## src/rtl/csr_trap_unit_if.sv

```systemverilog
// Bus between the RV32I core datapath and csr_trap_unit.
// Carries the per-instruction trap sources from the decoder, LSU and PC unit,
// the CSR read/modify/write port, and the trap/mret redirect back to the PC unit.
//   master: core side (drives instruction info, samples csr_rdata/exception/mret/trap_vec)
//   slave : csr_trap_unit side
interface csr_trap_unit_if;
    logic        instr_valid;
    logic [31:0] pc_val;
    logic [31:0] instr_word;
    logic        illegal_instr;
    logic        ecall;
    logic        ebreak;
    logic        mret_req;
    logic        i_misaligned;
    logic        ld_misaligned;
    logic        st_misaligned;
    logic [31:0] mem_addr;
    logic        meip_async;
    logic        csr_en;
    logic [1:0]  csr_op;
    logic        csr_no_write;
    logic [11:0] csr_addr;
    logic [31:0] csr_wdata;
    logic [31:0] csr_rdata;
    logic        exception;
    logic        mret;
    logic [31:0] trap_vec;

    modport master (
        output instr_valid, pc_val, instr_word, illegal_instr, ecall, ebreak, mret_req,
               i_misaligned, ld_misaligned, st_misaligned, mem_addr, meip_async,
               csr_en, csr_op, csr_no_write, csr_addr, csr_wdata,
        input  csr_rdata, exception, mret, trap_vec
    );

    modport slave (
        input  instr_valid, pc_val, instr_word, illegal_instr, ecall, ebreak, mret_req,
               i_misaligned, ld_misaligned, st_misaligned, mem_addr, meip_async,
               csr_en, csr_op, csr_no_write, csr_addr, csr_wdata,
        output csr_rdata, exception, mret, trap_vec
    );
endinterface

```

## src/rtl/csr_trap_unit.sv

```systemverilog
// Machine-mode CSR file and trap sequencer for the single-cycle RV32I core.
// Ports:
//   CLK  - clock
//   RST  - synchronous, active-high reset
//   bus  - csr_trap_unit_if.slave: trap sources, CSR port, exception/mret/trap_vec
// Selects the highest-priority trap cause, updates mepc/mcause/mtval/mstatus,
// owns mcycle/minstret and the 2-flop external-interrupt synchroniser.
module csr_trap_unit #(
    parameter int unsigned XLEN      = 32,
    parameter logic [31:0] MTVEC_RST = 32'h0000_0100,
    parameter logic [31:0] MISA_VAL  = 32'h4000_0100
) (
    input logic            CLK,
    input logic            RST,
    csr_trap_unit_if.slave bus
);

    localparam logic [11:0] ADDR_MSTATUS  = 12'h300;
    localparam logic [11:0] ADDR_MISA     = 12'h301;
    localparam logic [11:0] ADDR_MIE      = 12'h304;
    localparam logic [11:0] ADDR_MTVEC    = 12'h305;
    localparam logic [11:0] ADDR_MSCRATCH = 12'h340;
    localparam logic [11:0] ADDR_MEPC     = 12'h341;
    localparam logic [11:0] ADDR_MCAUSE   = 12'h342;
    localparam logic [11:0] ADDR_MTVAL    = 12'h343;
    localparam logic [11:0] ADDR_MIP      = 12'h344;
    localparam logic [11:0] ADDR_MCYCLE   = 12'hB00;
    localparam logic [11:0] ADDR_MCYCLEH  = 12'hB80;
    localparam logic [11:0] ADDR_MINSTRET = 12'hB02;
    localparam logic [11:0] ADDR_MINSTRETH = 12'hB82;
    localparam logic [11:0] ADDR_MHARTID  = 12'hF14;

    localparam logic [31:0] CAUSE_IRQ     = 32'h8000_000B;

    logic        meip_s1_q, meip_s2_q;
    logic        mstatus_mie_q, mstatus_mie_d;
    logic        mstatus_mpie_q, mstatus_mpie_d;
    logic        mie_meie_q, mie_meie_d;
    logic [31:0] mtvec_q, mtvec_d;
    logic [31:0] mscratch_q, mscratch_d;
    logic [31:0] mepc_q, mepc_d;
    logic [31:0] mcause_q, mcause_d;
    logic [31:0] mtval_q, mtval_d;
    logic [63:0] mcycle_q, mcycle_d;
    logic [63:0] minstret_q, minstret_d;

    logic [XLEN-1:0] csr_old, csr_new;
    logic            csr_impl, csr_wr_req, csr_fault, csr_we;
    logic            irq_pending, any_cause, exc, mret_take;
    logic [31:0]     trap_cause, trap_tval, trap_base;

    // Combinational read of the pre-update value; also flags unimplemented addresses.
    always_comb begin
        csr_old  = '0;
        csr_impl = 1'b1;
        case (bus.csr_addr)
            ADDR_MSTATUS:   csr_old = {19'b0, 2'b11, 3'b0, mstatus_mpie_q, 3'b0,
                                       mstatus_mie_q, 3'b0};
            ADDR_MISA:      csr_old = MISA_VAL;
            ADDR_MIE:       csr_old = {20'b0, mie_meie_q, 11'b0};
            ADDR_MTVEC:     csr_old = mtvec_q;
            ADDR_MSCRATCH:  csr_old = mscratch_q;
            ADDR_MEPC:      csr_old = mepc_q;
            ADDR_MCAUSE:    csr_old = mcause_q;
            ADDR_MTVAL:     csr_old = mtval_q;
            ADDR_MIP:       csr_old = {20'b0, meip_s2_q, 11'b0};
            ADDR_MCYCLE:    csr_old = mcycle_q[31:0];
            ADDR_MCYCLEH:   csr_old = mcycle_q[63:32];
            ADDR_MINSTRET:  csr_old = minstret_q[31:0];
            ADDR_MINSTRETH: csr_old = minstret_q[63:32];
            ADDR_MHARTID:   csr_old = '0;
            default:        csr_impl = 1'b0;
        endcase
    end

    assign bus.csr_rdata = csr_old;

    // RW always writes; RS/RC write only when the source operand field is non-zero.
    assign csr_wr_req = bus.csr_en & ((bus.csr_op == 2'b01) |
                                      (bus.csr_op[1] & ~bus.csr_no_write));
    assign csr_fault  = bus.csr_en & (~csr_impl |
                                      ((bus.csr_addr[11:10] == 2'b11) & csr_wr_req));

    always_comb begin
        case (bus.csr_op)
            2'b01:   csr_new = bus.csr_wdata;
            2'b10:   csr_new = csr_old | bus.csr_wdata;
            2'b11:   csr_new = csr_old & ~bus.csr_wdata;
            default: csr_new = csr_old;
        endcase
    end

    assign irq_pending = meip_s2_q & mie_meie_q & mstatus_mie_q & bus.instr_valid;
    assign any_cause   = irq_pending | bus.illegal_instr | csr_fault | bus.ecall |
                         bus.ebreak | bus.i_misaligned | bus.ld_misaligned |
                         bus.st_misaligned;
    assign exc         = bus.instr_valid & any_cause & ~RST;
    assign mret_take   = bus.instr_valid & bus.mret_req & ~exc & ~RST;
    assign csr_we      = bus.instr_valid & csr_wr_req & ~exc;

    // Priority encoder: first matching cause wins.
    always_comb begin
        trap_cause = '0;
        trap_tval  = '0;
        if (irq_pending) begin
            trap_cause = CAUSE_IRQ;
        end else if (bus.illegal_instr | csr_fault) begin
            trap_cause = 32'd2;
            trap_tval  = bus.instr_word;
        end else if (bus.ecall) begin
            trap_cause = 32'd11;
        end else if (bus.ebreak) begin
            trap_cause = 32'd3;
            trap_tval  = bus.pc_val;
        end else if (bus.i_misaligned) begin
            trap_cause = 32'd0;
        end else if (bus.ld_misaligned) begin
            trap_cause = 32'd4;
            trap_tval  = bus.mem_addr;
        end else if (bus.st_misaligned) begin
            trap_cause = 32'd6;
            trap_tval  = bus.mem_addr;
        end
    end

    assign trap_base = {mtvec_q[31:2], 2'b00};

    always_comb begin
        if (mret_take) begin
            bus.trap_vec = mepc_q;
        end else if (exc & mtvec_q[0] & irq_pending) begin
            bus.trap_vec = trap_base + 32'd44;
        end else begin
            bus.trap_vec = trap_base;
        end
    end

    assign bus.exception = exc;
    assign bus.mret      = mret_take;

    // Next-state: counters tick, a CSR write may override, then trap/mret side effects.
    always_comb begin
        mstatus_mie_d  = mstatus_mie_q;
        mstatus_mpie_d = mstatus_mpie_q;
        mie_meie_d     = mie_meie_q;
        mtvec_d        = mtvec_q;
        mscratch_d     = mscratch_q;
        mepc_d         = mepc_q;
        mcause_d       = mcause_q;
        mtval_d        = mtval_q;
        mcycle_d       = mcycle_q + 64'd1;
        minstret_d     = minstret_q + {63'b0, bus.instr_valid & ~exc};

        if (csr_we) begin
            case (bus.csr_addr)
                ADDR_MSTATUS: begin
                    mstatus_mie_d  = csr_new[3];
                    mstatus_mpie_d = csr_new[7];
                end
                ADDR_MIE:       mie_meie_d = csr_new[11];
                ADDR_MTVEC:     mtvec_d    = {csr_new[31:2], 1'b0, csr_new[0]};
                ADDR_MSCRATCH:  mscratch_d = csr_new;
                ADDR_MEPC:      mepc_d     = {csr_new[31:2], 2'b00};
                ADDR_MCAUSE:    mcause_d   = csr_new;
                ADDR_MTVAL:     mtval_d    = csr_new;
                ADDR_MCYCLE:    mcycle_d   = {mcycle_q[63:32], csr_new};
                ADDR_MCYCLEH:   mcycle_d   = {csr_new, mcycle_q[31:0]};
                ADDR_MINSTRET:  minstret_d = {minstret_q[63:32], csr_new};
                ADDR_MINSTRETH: minstret_d = {csr_new, minstret_q[31:0]};
                default: ;
            endcase
        end

        if (exc) begin
            // Interrupt saves pc-4 so that the PC unit's mepc+4 resume re-executes it.
            mepc_d         = irq_pending ? {bus.pc_val[31:2] - 30'd1, 2'b00}
                                         : {bus.pc_val[31:2], 2'b00};
            mcause_d       = trap_cause;
            mtval_d        = trap_tval;
            mstatus_mpie_d = mstatus_mie_q;
            mstatus_mie_d  = 1'b0;
        end else if (mret_take) begin
            mstatus_mie_d  = mstatus_mpie_q;
            mstatus_mpie_d = 1'b1;
        end
    end

    always_ff @(posedge CLK) begin
        if (RST) begin
            meip_s1_q      <= 1'b0;
            meip_s2_q      <= 1'b0;
            mstatus_mie_q  <= 1'b0;
            mstatus_mpie_q <= 1'b0;
            mie_meie_q     <= 1'b0;
            mtvec_q        <= MTVEC_RST;
            mscratch_q     <= '0;
            mepc_q         <= '0;
            mcause_q       <= '0;
            mtval_q        <= '0;
            mcycle_q       <= '0;
            minstret_q     <= '0;
        end else begin
            meip_s1_q      <= bus.meip_async;
            meip_s2_q      <= meip_s1_q;
            mstatus_mie_q  <= mstatus_mie_d;
            mstatus_mpie_q <= mstatus_mpie_d;
            mie_meie_q     <= mie_meie_d;
            mtvec_q        <= mtvec_d;
            mscratch_q     <= mscratch_d;
            mepc_q         <= mepc_d;
            mcause_q       <= mcause_d;
            mtval_q        <= mtval_d;
            mcycle_q       <= mcycle_d;
            minstret_q     <= minstret_d;
        end
    end

endmodule

```

## src/flat_wrapper.sv

```systemverilog
// flat-port wrapper written by rule: the top's interface ports become plain ports
module csr_trap_unit_flat 
#(
    parameter int unsigned XLEN      = 32,
    parameter logic [31:0] MTVEC_RST = 32'h0000_0100,
    parameter logic [31:0] MISA_VAL  = 32'h4000_0100
)
  (CLK, RST, bus_instr_valid, bus_pc_val, bus_instr_word, bus_illegal_instr, bus_ecall, bus_ebreak, bus_mret_req, bus_i_misaligned, bus_ld_misaligned, bus_st_misaligned, bus_mem_addr, bus_meip_async, bus_csr_en, bus_csr_op, bus_csr_no_write, bus_csr_addr, bus_csr_wdata, bus_csr_rdata, bus_exception, bus_mret, bus_trap_vec);
  csr_trap_unit_if bus_i ();
  input logic CLK;
  input logic RST;
  input wire logic [$bits(bus_i.instr_valid)-1:0] bus_instr_valid;
  input wire logic [$bits(bus_i.pc_val)-1:0] bus_pc_val;
  input wire logic [$bits(bus_i.instr_word)-1:0] bus_instr_word;
  input wire logic [$bits(bus_i.illegal_instr)-1:0] bus_illegal_instr;
  input wire logic [$bits(bus_i.ecall)-1:0] bus_ecall;
  input wire logic [$bits(bus_i.ebreak)-1:0] bus_ebreak;
  input wire logic [$bits(bus_i.mret_req)-1:0] bus_mret_req;
  input wire logic [$bits(bus_i.i_misaligned)-1:0] bus_i_misaligned;
  input wire logic [$bits(bus_i.ld_misaligned)-1:0] bus_ld_misaligned;
  input wire logic [$bits(bus_i.st_misaligned)-1:0] bus_st_misaligned;
  input wire logic [$bits(bus_i.mem_addr)-1:0] bus_mem_addr;
  input wire logic [$bits(bus_i.meip_async)-1:0] bus_meip_async;
  input wire logic [$bits(bus_i.csr_en)-1:0] bus_csr_en;
  input wire logic [$bits(bus_i.csr_op)-1:0] bus_csr_op;
  input wire logic [$bits(bus_i.csr_no_write)-1:0] bus_csr_no_write;
  input wire logic [$bits(bus_i.csr_addr)-1:0] bus_csr_addr;
  input wire logic [$bits(bus_i.csr_wdata)-1:0] bus_csr_wdata;
  output wire logic [$bits(bus_i.csr_rdata)-1:0] bus_csr_rdata;
  output wire logic [$bits(bus_i.exception)-1:0] bus_exception;
  output wire logic [$bits(bus_i.mret)-1:0] bus_mret;
  output wire logic [$bits(bus_i.trap_vec)-1:0] bus_trap_vec;
  assign bus_i.instr_valid = bus_instr_valid;
  assign bus_i.pc_val = bus_pc_val;
  assign bus_i.instr_word = bus_instr_word;
  assign bus_i.illegal_instr = bus_illegal_instr;
  assign bus_i.ecall = bus_ecall;
  assign bus_i.ebreak = bus_ebreak;
  assign bus_i.mret_req = bus_mret_req;
  assign bus_i.i_misaligned = bus_i_misaligned;
  assign bus_i.ld_misaligned = bus_ld_misaligned;
  assign bus_i.st_misaligned = bus_st_misaligned;
  assign bus_i.mem_addr = bus_mem_addr;
  assign bus_i.meip_async = bus_meip_async;
  assign bus_i.csr_en = bus_csr_en;
  assign bus_i.csr_op = bus_csr_op;
  assign bus_i.csr_no_write = bus_csr_no_write;
  assign bus_i.csr_addr = bus_csr_addr;
  assign bus_i.csr_wdata = bus_csr_wdata;
  assign bus_csr_rdata = bus_i.csr_rdata;
  assign bus_exception = bus_i.exception;
  assign bus_mret = bus_i.mret;
  assign bus_trap_vec = bus_i.trap_vec;
  csr_trap_unit #(.XLEN(XLEN), .MTVEC_RST(MTVEC_RST), .MISA_VAL(MISA_VAL)) u_core (.CLK(CLK), .RST(RST), .bus(bus_i));
endmodule
```

## config.mk

```make
export PLATFORM = sky130hd
export DESIGN_NAME = csr_trap_unit_flat
export DESIGN_NICKNAME = d
export VERILOG_FILES = /design/src/rtl/csr_trap_unit_if.sv /design/src/rtl/csr_trap_unit.sv /design/src/flat_wrapper.sv
export SDC_FILE = /design/constraint.sdc
export NUM_CORES = 1
export LEC_CHECK = 0
export ABC_AREA = 1
export CAP_MARGIN = 20
export CELL_PAD_IN_SITES_DETAIL_PLACEMENT = 1
export CELL_PAD_IN_SITES_GLOBAL_PLACEMENT = 2
export CORE_ASPECT_RATIO = 0.8
export CORE_MARGIN = 3
export CORE_UTILIZATION = 30
export DETAILED_ROUTE_END_ITERATION = 12
export HOLD_SLACK_MARGIN = 0.06
export PLACE_DENSITY_LB_ADDON = 0.1
export SLEW_MARGIN = 10
export SYNTH_ARGS = -nofsm -noshare
export SYNTH_HDL_FRONTEND = slang
export SYNTH_SLANG_ARGS = --single-unit
```

## constraint.sdc

```tcl
create_clock -name CLK -period 4.8 [get_ports CLK]
set_input_delay 0.48 -clock CLK [delete_from_list [all_inputs] [get_ports CLK]]
set_output_delay 0.48 -clock CLK [all_outputs]
set_load 0.01 [all_outputs]
```

==> impl_metrics.env <==
export IMPL_layoutNonFillerInstCount=5832
export IMPL_grt_antenna_before_repair=14
export IMPL_achievable_frequency_mhz=217
export IMPL_routed_wl_mm=151
export IMPL_largest_net_degree_at_the_start_of_global_routing=134
export IMPL_synth_avg_cell_area_um2=5.49
export IMPL_row_count=93
export IMPL_ir_worst_vdd_mv=0.204
export IMPL_viasPerCell=5.32
export IMPL_clock_insertion_delay_worst_skew_ps=610
export IMPL_critPathKind="input port to output port"
export IMPL_crit_path_start_kind="input port"
export IMPL_utilization=0.375
export IMPL_cts_root_buf="clkbuf_16"
export IMPL_ys_seq_elements=290
export IMPL_synth_commonest_cells="1637 x nand2_1, 529 x nor2_1, 478 x inv_1, 330 x nand3_1, 290 x dfxtp_1"
export IMPL_period_share=0.960
export IMPL_timing_final_hold_violations=0
export IMPL_drtIter0Drc=3287
export IMPL_clock_tree_buffer_depth=3
export IMPL_io_pin_count=221
export IMPL_finalNetCount=4875
export IMPL_cts_sink_count=290
export IMPL_crit_path_max_fanout=17
export IMPL_die_h_um=262
export IMPL_core_region_area_um2=80900
export IMPL_wire_length_of_the_first_global_routing_pass_mm=214
export IMPL_synth_distinct_cells=46
export IMPL_drtAntennaViolNets=0
export IMPL_drt_pass1_iter_count=5
export IMPL_async_flop_share=0
export IMPL_die_width_um=326
export IMPL_vias_in_the_first_global_route=29500
export IMPL_synth_seq_area_share=0.236
export IMPL_worstHoldPathType="input port to flip-flop"
export IMPL_synth_top_cell_area_share=0.250
export IMPL_post_synth_top_area_cell="nand2_1"
export IMPL_detailedPlacementHpwl_mm=116
export IMPL_detailroute_via_count=31000
export IMPL_syn_area_um2=24600
export IMPL_ys_warnings_count=0
export IMPL_holdBufCountCts=0
export IMPL_synthFlopType="dfxtp_1"
export IMPL_worstPathRequired_ps=4320
export IMPL_timing_worst_slew_pin_value_ps=1170
export IMPL_timing_clock_skew_ps=17.6
export IMPL_yosys_top_cells_area="nand2_1 25%, dfxtp_1 24%, nor2_1 8.1%"
export IMPL_die_area_um2=85400
export IMPL_gr_total_overflow=0
export IMPL_status="finished, final reports clean"
export IMPL_max_slew_margin=0.222
export IMPL_clkSlewWorstSetupHoldPaths_ps=60
export IMPL_cp_end_kind="output port"
export IMPL_synth_most_common_cell="nand2_1"
export IMPL_drive_gt1_frac=0.0673
export IMPL_globalRouteTotalUtil=0.344
export IMPL_p_r_area_growth_vs_syn_pct=23.4
export IMPL_finalWorstPathRequiredPeriod_ps=4610
export IMPL_start_util=0.304
export IMPL_synth_enable_flop_cells=0
export IMPL_drc_errors=0
export IMPL_ctsHtreeMaxLevel=2
export IMPL_clock_tree_from_tritoncts="done"
export IMPL_postSynthCellCount=4475
export IMPL_gp_routability_congestion=0.991
export IMPL_tritoncts_num_buffers=39
export IMPL_power_density_cell_area_nw_per_um2=213
export IMPL_timing_max_transition_violations_final=0
export IMPL_setup_violations=0
export IMPL_timing_critical_path_arrival_ps=4130
export IMPL_dp_cells=5763
export IMPL_wl_per_cell_um=25.9
export IMPL_place_port_buffers=218
export IMPL_total_leakage_power_nw=13.1
export IMPL_max_cap_viol_count=0
critical path, cell delays in order:
cell and delay (ps):
clkdlybuf4s50_1 530, inv_2 210, nand4_1 100, buf_4 200, nor2_2 180, o21ai_4 80, nand2_1 60, nor2_1 50
nand2_2 150, nand2_1 90, nand2_1 130, nand4_2 140, buf_4 190, nand2_1 130, inv_1 90, nor2_1 120
nand2_1 120, inv_1 90, buf_4 220, nand2_1 110, nand2_1 80, clkdlybuf4s50_1 550
power breakdown:
part	switching [mW]	total [mW]	internal, mW
sequential	0.0420	2.49	2.45
combinational	0.620	0.924	0.304
clock	1.30	3.03	1.74
sequential cells by signal (all words and copies together) (netlist names):
name and flops:
u_core.mcause_q 32, u_core.mcycle_q 64, u_core.meip_s1_q 1, u_core.meip_s2_q 1
u_core.mepc_q 30, u_core.mie_meie_q 1, u_core.minstret_q 64, u_core.mscratch_q 32
u_core.mstatus_mie_q 1, u_core.mstatus_mpie_q 1, u_core.mtval_q 32, u_core.mtvec_q 31
cell families after synthesis:
| group | synth area share |
|---|---|
| adder cells (fa/ha/maj) | 0.00255 |
| other | 0.000153 |
| flip-flops | 0.236 |
| XOR/XNOR | 0.0606 |
| AO/OA/AOI/OAI | 0.115 |
| AND/OR/NAND/NOR | 0.465 |
| buffers and inverters | 0.120 |
worst paths after layout:
check                                   start                                 end  slack (ps)  cells past startpoint
setup / recovery             bus_csr_addr[10]                    bus_trap_vec[11]         190                     22
hold / removal                            RST         u_core.meip_s1_q$_SDFF_PP0_         140                      2
setup reg to reg  u_core.meip_s2_q$_SDFF_PP0_  u_core.minstret_q[62]$_SDFFE_PP0P_        1110                     23
hold reg to reg   u_core.meip_s1_q$_SDFF_PP0_         u_core.meip_s2_q$_SDFF_PP0_         410                      2
routing by layer:
metal  share of wire  up-vias  track usage  wire length (um)
met4           0.025        2       0.0803              3760
li1                -    14500            -                 -
met2            0.40     1154        0.502             61000
met3           0.096      146       0.0853             14500
met1            0.48    15200        0.503             71800
met5        0.000079        -            0                12
per-stage QoR:
stage / worst slack (ps) / hold WS, ps / TNS, ps / power (mW) / cell area [um2]
after global placement: -400 / 398 / -31480 / 3.44 / 29000
after global routing: -5.94 / 157 / -5.94 / 6.63 / 30300
after detailed placement: -496 / 403 / -43100 / 3.44 / 29000
final: 190 / 145 / 0 / 6.45 / 30300
after CTS: 46.0 / 124 / 0 / 6.47 / 30300
after floorplan: 801 / 388 / 0 / 2.90 / 24600
cell type report:
cell class                      instances  area, um2
Multi-Input combinational cell       3463      15800
Fill cell                           10900      50500
Inverter                              499       1880
Clock buffer                           57       1130
Timing Repair Buffer                  422       4190
Clock inverter                          7        103
Antenna cell                            2       5.00
Sequential cell                       290       5810
Tap cell                             1092       1370
layout by cell type, fill, tap and decap left out, types with 3 or more instances in the layout:
master / n
clkdlybuf4s50_1: 216
nand3b_1: 30
a21oi_1: 177
xnor2_1: 10
nor2_2: 7
and3_1: 4
buf_4: 167
nor4_1: 21
nor3_1: 104
nand2_1: 1636
a32o_1: 8
inv_1: 476
o22ai_1: 32
clkbuf_16: 40
ha_1: 5
nand2_2: 16
buf_12: 36
clkinv_1: 5
nor2_4: 6
o21ai_0: 243
a22oi_1: 7
o21bai_1: 29
inv_2: 17
dfxtp_1: 290
nand3_1: 330
o21ai_1: 21
nor3b_1: 3
xor2_1: 160
or2_2: 3
nand4_1: 62
nor2_1: 528
clkbuf_1: 10
clkbuf_8: 7
and2_1: 3
repair_timing:
item                                   in CTS  in global routing
resized for setup                           0                  3
buffers inserted                            1                  1
setup endpoints to repair                  31                 32
pin swaps                                   1                  0
endpoints found under the hold margin       0                  0
(Power assumes the default switching activity.)
